`src/rtl/cpu_bus_pkg.sv`:
```
`default_nettype none
// ============================================================================
// Module      : cpu_bus_pkg
// Description : Shared constants for CPU datapath buses.
//               Flattened multi-channel buses carry channel i in bits
//               [i*WIDTH +: WIDTH]; slice_lsb() returns that base bit.
// Contents    : c_default_width - default datapath word width (16)
//               slice_lsb()     - LSB position of a channel in a flat bus
// Revision    : 1.0 - initial release
// ============================================================================
package cpu_bus_pkg;

  localparam int c_default_width = 16;

  // Base bit of channel 'chan' in a flattened bus of 'width'-bit words.
  function automatic int slice_lsb(input int chan, input int width);
    return chan * width;
  endfunction

endpackage : cpu_bus_pkg
`default_nettype wire

```
`src/rtl/rr_arbiter.sv`:
```
`default_nettype none
// ============================================================================
// Module      : rr_arbiter
// Description : Purely combinational round-robin arbiter. Searches the
//               requests starting at ptr+1 and wrapping modulo CHANNELS;
//               the first asserted request wins. ptr itself is searched last.
// Ports       : req         in  CHANNELS  request vector
//               ptr         in  SEL_W     last granted channel (< CHANNELS)
//               grant_valid out 1         some request was found
//               grant_id    out SEL_W     winning channel (0 if none)
// Revision    : 1.0 - initial release
// ============================================================================
module rr_arbiter #(
  parameter  int CHANNELS = 4,
  localparam int SEL_W    = $clog2(CHANNELS)
) (
  input  logic [CHANNELS-1:0] req,
  input  logic [SEL_W-1:0]    ptr,
  output logic                grant_valid,
  output logic [SEL_W-1:0]    grant_id
);

  logic [SEL_W-1:0] w_idx;

  // Walk from the lowest-priority offset (CHANNELS, i.e. ptr itself) down to
  // the highest (ptr+1); later hits overwrite earlier ones, so the nearest
  // request after ptr ends up as the grant without needing an early exit.
  always_comb begin
    grant_valid = 1'b0;
    grant_id    = '0;
    w_idx       = '0;
    for (int k = CHANNELS; k >= 1; k--) begin
      w_idx = SEL_W'((int'(ptr) + k) % CHANNELS);
      if (req[w_idx]) begin
        grant_valid = 1'b1;
        grant_id    = w_idx;
      end
    end
  end

endmodule : rr_arbiter
`default_nettype wire

```
`src/rtl/bus_mux_rr.sv`:
```
`default_nettype none
// ============================================================================
// Module      : bus_mux_rr
// Description : Registered N-channel valid/ready bus multiplexer. Picks one
//               source by explicit select (rr_en=0) or round-robin (rr_en=1)
//               and holds the winning word in one output register stage
//               with full backpressure.
// Ports       : clk        in  1               rising-edge clock
//               rst_n      in  1               async active-low reset
//               in_data    in  CHANNELS*WIDTH  channel i at [i*WIDTH +: WIDTH]
//               in_valid   in  CHANNELS        per-channel valid
//               in_ready   out CHANNELS        per-channel ready (one-hot/0)
//               rr_en      in  1               1=round-robin, 0=explicit sel
//               sel        in  SEL_W           channel used when rr_en=0
//               out_data   out WIDTH           registered selected word
//               out_chan   out SEL_W           channel that sourced out_data
//               out_valid  out 1               output register holds a word
//               out_ready  in  1               consumer accepts out_data
// Revision    : 1.0 - initial release
// ============================================================================
module bus_mux_rr
  import cpu_bus_pkg::*;
#(
  parameter  int WIDTH    = c_default_width,
  parameter  int CHANNELS = 4,
  localparam int SEL_W    = $clog2(CHANNELS)
) (
  input  logic                      clk,
  input  logic                      rst_n,
  input  logic [CHANNELS*WIDTH-1:0] in_data,
  input  logic [CHANNELS-1:0]       in_valid,
  output logic [CHANNELS-1:0]       in_ready,
  input  logic                      rr_en,
  input  logic [SEL_W-1:0]          sel,
  output logic [WIDTH-1:0]          out_data,
  output logic [SEL_W-1:0]          out_chan,
  output logic                      out_valid,
  input  logic                      out_ready
);

  // --------------------------------------------------------------------------
  // State
  // --------------------------------------------------------------------------
  logic [WIDTH-1:0] r_out_data;
  logic [SEL_W-1:0] r_out_chan;
  logic             r_out_valid;
  logic [SEL_W-1:0] r_ptr;

  // --------------------------------------------------------------------------
  // Grant computation
  // --------------------------------------------------------------------------
  logic             w_load_en;
  logic             w_rr_valid;
  logic [SEL_W-1:0] w_rr_id;
  logic             w_fix_valid;
  logic             w_grant_valid;
  logic [SEL_W-1:0] w_grant_id;
  logic [WIDTH-1:0] w_grant_data;

  // The register can take a new word when empty or when its word drains now.
  assign w_load_en = !r_out_valid || out_ready;

  rr_arbiter #(
    .CHANNELS (CHANNELS)
  ) u_rr_arbiter (
    .req         (in_valid),
    .ptr         (r_ptr),
    .grant_valid (w_rr_valid),
    .grant_id    (w_rr_id)
  );

  always_comb begin
    // With a non-power-of-two channel count, sel can name a channel that
    // does not exist; that simply yields no grant.
    w_fix_valid = 1'b0;
    if (int'(sel) < CHANNELS) begin
      w_fix_valid = in_valid[sel];
    end

    w_grant_valid = rr_en ? w_rr_valid : w_fix_valid;
    w_grant_id    = rr_en ? w_rr_id    : sel;
  end

  always_comb begin
    w_grant_data = '0;
    for (int i = 0; i < CHANNELS; i++) begin
      if (w_grant_id == SEL_W'(i)) begin
        w_grant_data = in_data[slice_lsb(i, WIDTH) +: WIDTH];
      end
    end
  end

  for (genvar gi = 0; gi < CHANNELS; gi++) begin : g_ready
    assign in_ready[gi] = w_load_en && w_grant_valid && (w_grant_id == SEL_W'(gi));
  end

  // --------------------------------------------------------------------------
  // Output register and round-robin pointer
  // --------------------------------------------------------------------------
  // Reset ptr to the last channel so channel 0 is searched first.
  always_ff @(posedge clk or negedge rst_n) begin
    if (!rst_n) begin
      r_out_valid <= 1'b0;
      r_out_data  <= '0;
      r_out_chan  <= '0;
      r_ptr       <= SEL_W'(CHANNELS - 1);
    end else if (w_load_en) begin
      if (w_grant_valid) begin
        r_out_valid <= 1'b1;
        r_out_data  <= w_grant_data;
        r_out_chan  <= w_grant_id;
        r_ptr       <= w_grant_id;
      end else begin
        // Drained with nothing to replace it; data/chan keep the last word.
        r_out_valid <= 1'b0;
      end
    end
  end

  assign out_data  = r_out_data;
  assign out_chan  = r_out_chan;
  assign out_valid = r_out_valid;

endmodule : bus_mux_rr
`default_nettype wire

```
`config.mk`:
```
export PLATFORM = sky130hd
export DESIGN_NAME = bus_mux_rr
export DESIGN_NICKNAME = d
export VERILOG_FILES = /design/src/rtl/cpu_bus_pkg.sv /design/src/rtl/rr_arbiter.sv /design/src/rtl/bus_mux_rr.sv
export SDC_FILE = /design/constraint.sdc
export NUM_CORES = 1
export LEC_CHECK = 0
export CAP_MARGIN = 30
export CORE_UTILIZATION = 32
export CTS_CLUSTER_SIZE = 20
export DETAILED_ROUTE_END_ITERATION = 12
export PLACE_DENSITY = 0.84
export SYNTH_ARGS = -nofsm -noshare
export SYNTH_HDL_FRONTEND = slang
export SYNTH_HIERARCHICAL = 1
export SYNTH_SLANG_ARGS = --single-unit
export TNS_END_PERCENT = 100
```
`constraint.sdc`:
```
create_clock -name clk -period 2.2 [get_ports clk]
set_input_delay 0.44 -clock clk [delete_from_list [all_inputs] [get_ports clk]]
set_output_delay 0.44 -clock clk [all_outputs]
set_load 0.01 [all_outputs]
```
==> impl_metrics.yaml <==
yosys:
  synth_compound_area_frac: 0.0378
  synth_area_um2: 1390
  synth_nets: 166
  synth_xor_area_frac: 0
  yosys_warnings: 6
  synth_seq_area_share: 0.380
  synth_cells: 92
  avgSynthCellArea_um2: 15.1
  synth_fa_ha_area_frac: 0
  synthMuxAreaShare: 0.486
  synthSimpleGateAreaFrac: 0.0532
  ys_types: 20
  yosys_register_bits: 21
  synth_top_family_by_area: "multiplexers"
clocking:
  cts_hold_buf: 0
  path_clk_slew_ps: 80
  cts.path.max_buffers: 2
  cts_buffers: 3
  insertion_delay_ps: 260
  cts_root_buf: "clkbuf_8"
  clock_sinks: 21
  cts-htree-levels: 1
  cts_tree: "done"
die:
  die_w_um: 67.9
  core_um2: 4090
  fp.dieArea_um2: 4610
  initial_core_util: 0.340
  fp-row-count: 23
  io_pins: 97
  dieHeight_um: 67.9
place:
  portBuffers: 96
  post_dp_cell_area_um2: 2450
  finalWeightedCongestion: 0.835
  placedCellCount: 244
  dp_hpwl_um: 3310
grt:
  antenna_found_initial: 0
  grt_overflow: 0
  grt_pass1_wl_um: 6130
  grt_max_degree: 19
  grt_use_total: 0.183
  grt_pass1_vias: 1381
timing:
  timing.fmax_mhz: 428
  fin_hold_ws_ps: 507
  clock_skew_ps: 1.45
  layout_setup_ws_ps: -137
  finalHoldViolCount: 0
  layout_min_cycle_time_ps: 2340
  slew_violations: 0
  worst_pin_slew_ps: 532
  setup_viol_count_final: 19
  slew_headroom: 0.644
  fin_crit_sh: 1.06
  rsz0062_at_grt: "true"
outcome:
  status: "complete, but fails checks"
  violations: "negative setup slack"
finish:
  final_util: 0.637
  drive_above_1_share: 0.399
  fin_area_um2: 2600
  n_antenna_cell: 0
  syn_to_final_growth_pct: 87.3
  instances_no_fill: 253
  nNetsFinal: 278
  fillers: 304
setup_path:
  crit_required_ps: 1760
  cp_max_fo: 4
  cp_data_arrival_time_ps: 1900
  cp_slowest_cell: "dfstp_2"
  crit_type: "reg -> out"
  start_kind: "flip-flop"
  cp-end-kind: "primary output"
  crit_chain: "mux2i_2 > o221ai_2 > mux2_4 > nor3_2 > buf_2"
  cpPeakStageDelay_ps: 580
route:
  drt_iter0_markers: 17
  ant_nets: 0
  dr.pass1.iters: 4
  num_vias: 1279
  viasPerCell: 5.06
  route.detailed.drc: 0
  wl_per_cell_um: 16.2
  routed_wl_um: 4100
power:
  ir_drop_mv: 0.376
  power.leakage_nw: 1.04
  power_density_nw_per_um2: 718
worst_hold_path:
  hold_class: "reg -> reg"
run:
  cap_violations: 0
[Yosys cell counts]
cell type / count / area [µm²]
mux4_2: 17 / 383
a21oi_2: 1 / 8.76
o221ai_2: 1 / 15.0
inv_1: 1 / 3.75
nand2b_1: 5 / 31.3
nor2_1: 2 / 7.51
mux2i_1: 4 / 40.0
dfrtp_1: 19 / 475
dfstp_2: 2 / 52.6
and2b_1: 1 / 7.51
mux2_4: 1 / 15.0
buf_4: 2 / 15.0
o211ai_2: 1 / 12.5
nand2_1: 2 / 7.51
mux2_2: 21 / 236
a31oi_1: 1 / 6.26
a21oi_1: 2 / 10.0
clkbuf_1: 2 / 7.51
buf_6: 3 / 33.8
nor3_1: 4 / 20.0
[power breakdown]
group | switching, W | internal, W | leakage, nW
Combinational | 0.000353 | 0.000662 | 0.775
Sequential | 0.0000719 | 0.000524 | 0.241
Clock | 0.000131 | 0.000126 | 0.0255
Total | 0.000556 | 0.00131 | 1.04
[stage by stage]
stage,setup slack (ps),setup TNS [ps],power (W)
after global routing,-148,-2250,0.00198
after global placement,-659,-11080,0.00151
after detailed placement,-717,-13020,0.00154
after floorplan,96.6,0,0.00106
final,-137,-1390,0.00187
after CTS,-83.9,-1070,0.00187
[flip-flops by register name, indices dropped and copies added, names as in the netlist]
| signal | cells |
|---|---|
| r_ptr | 2 |
| out_valid | 1 |
| out_data | 16 |
| out_chan | 2 |
[area by class of cell]
cell class              count  area, µm²  share of cell area
inverters                   1       3.75             0.00144
flip-flops and latches     21        528               0.203
clock buffers               3       41.3              0.0159
repair buffers            114       1090               0.418
clock inverters             1       5.00             0.00192
well taps                  50       62.6              0.0241
multi-input cells          63        872               0.335
[worst max-delay path, delay by kind of cell, from the launching register on]
| kind | cells | cell delay, ps |
|---|---|---|
| AO/OA/AOI/OAI | 1 | 130 |
| buffers and inverters | 1 | 170 |
| flip-flops | 1 | 580 |
| multiplexers | 2 | 600 |
| AND/OR/NAND/NOR | 1 | 160 |
[layer usage]
metal	up-vias	share of wire	GRT usage
li1	582	-	-
met4	0	0.015	0.0417
met3	6	0.087	0.0500
met2	73	0.56	0.354
met1	618	0.34	0.195
met5	-	0	0
[timing repair]
action	4_1_cts	5_1_grt
setup buffers	5	0
pin swaps	5	5
endpoints found under the setup margin	24	20
gates resized for setup	44	6
[kinds of logic (layout without fill, tap and decap cells)]
logic type / count (synthesis) / in the layout
muxes: 43 / 43
DFF: 21 / 21
and+or+nand+nor: 14 / 14
buffers and inverters: 8 / 119
AOI/OAI and AO/OA: 6 / 6
[final timing paths]
kind	start	to	slack (ps)	cells past startpoint
setup / recovery	r_ptr[1]	in_ready[2]	-140	5
hold / removal	out_data[10]	out_data[10]	510	1
setup reg to reg	r_ptr[1]	out_data[3]	-90	6
hold reg to reg	out_data[10]	out_data[10]	510	1
max in group asynchronous	rst_n	out_data[7]	1120	2
min in group asynchronous	rst_n	out_valid	530	1
[layout by cell type, fill, tap and decap left out, types with 2 or more instances in the layout]
master and instances:
clkbuf_8 3, nor2_1 2, mux2_4 4, mux2i_2 2, clkdlybuf4s50_1 85, dlygate4sd2_1 3, dfstp_2 2, nand2b_1 4
a21oi_2 2, mux4_2 17, buf_4 15, nor3_2 4, dfrtp_1 19, mux2_2 18, buf_2 5, nand2_1 2
No activity file was read; power rests on OpenSTA's default activity.
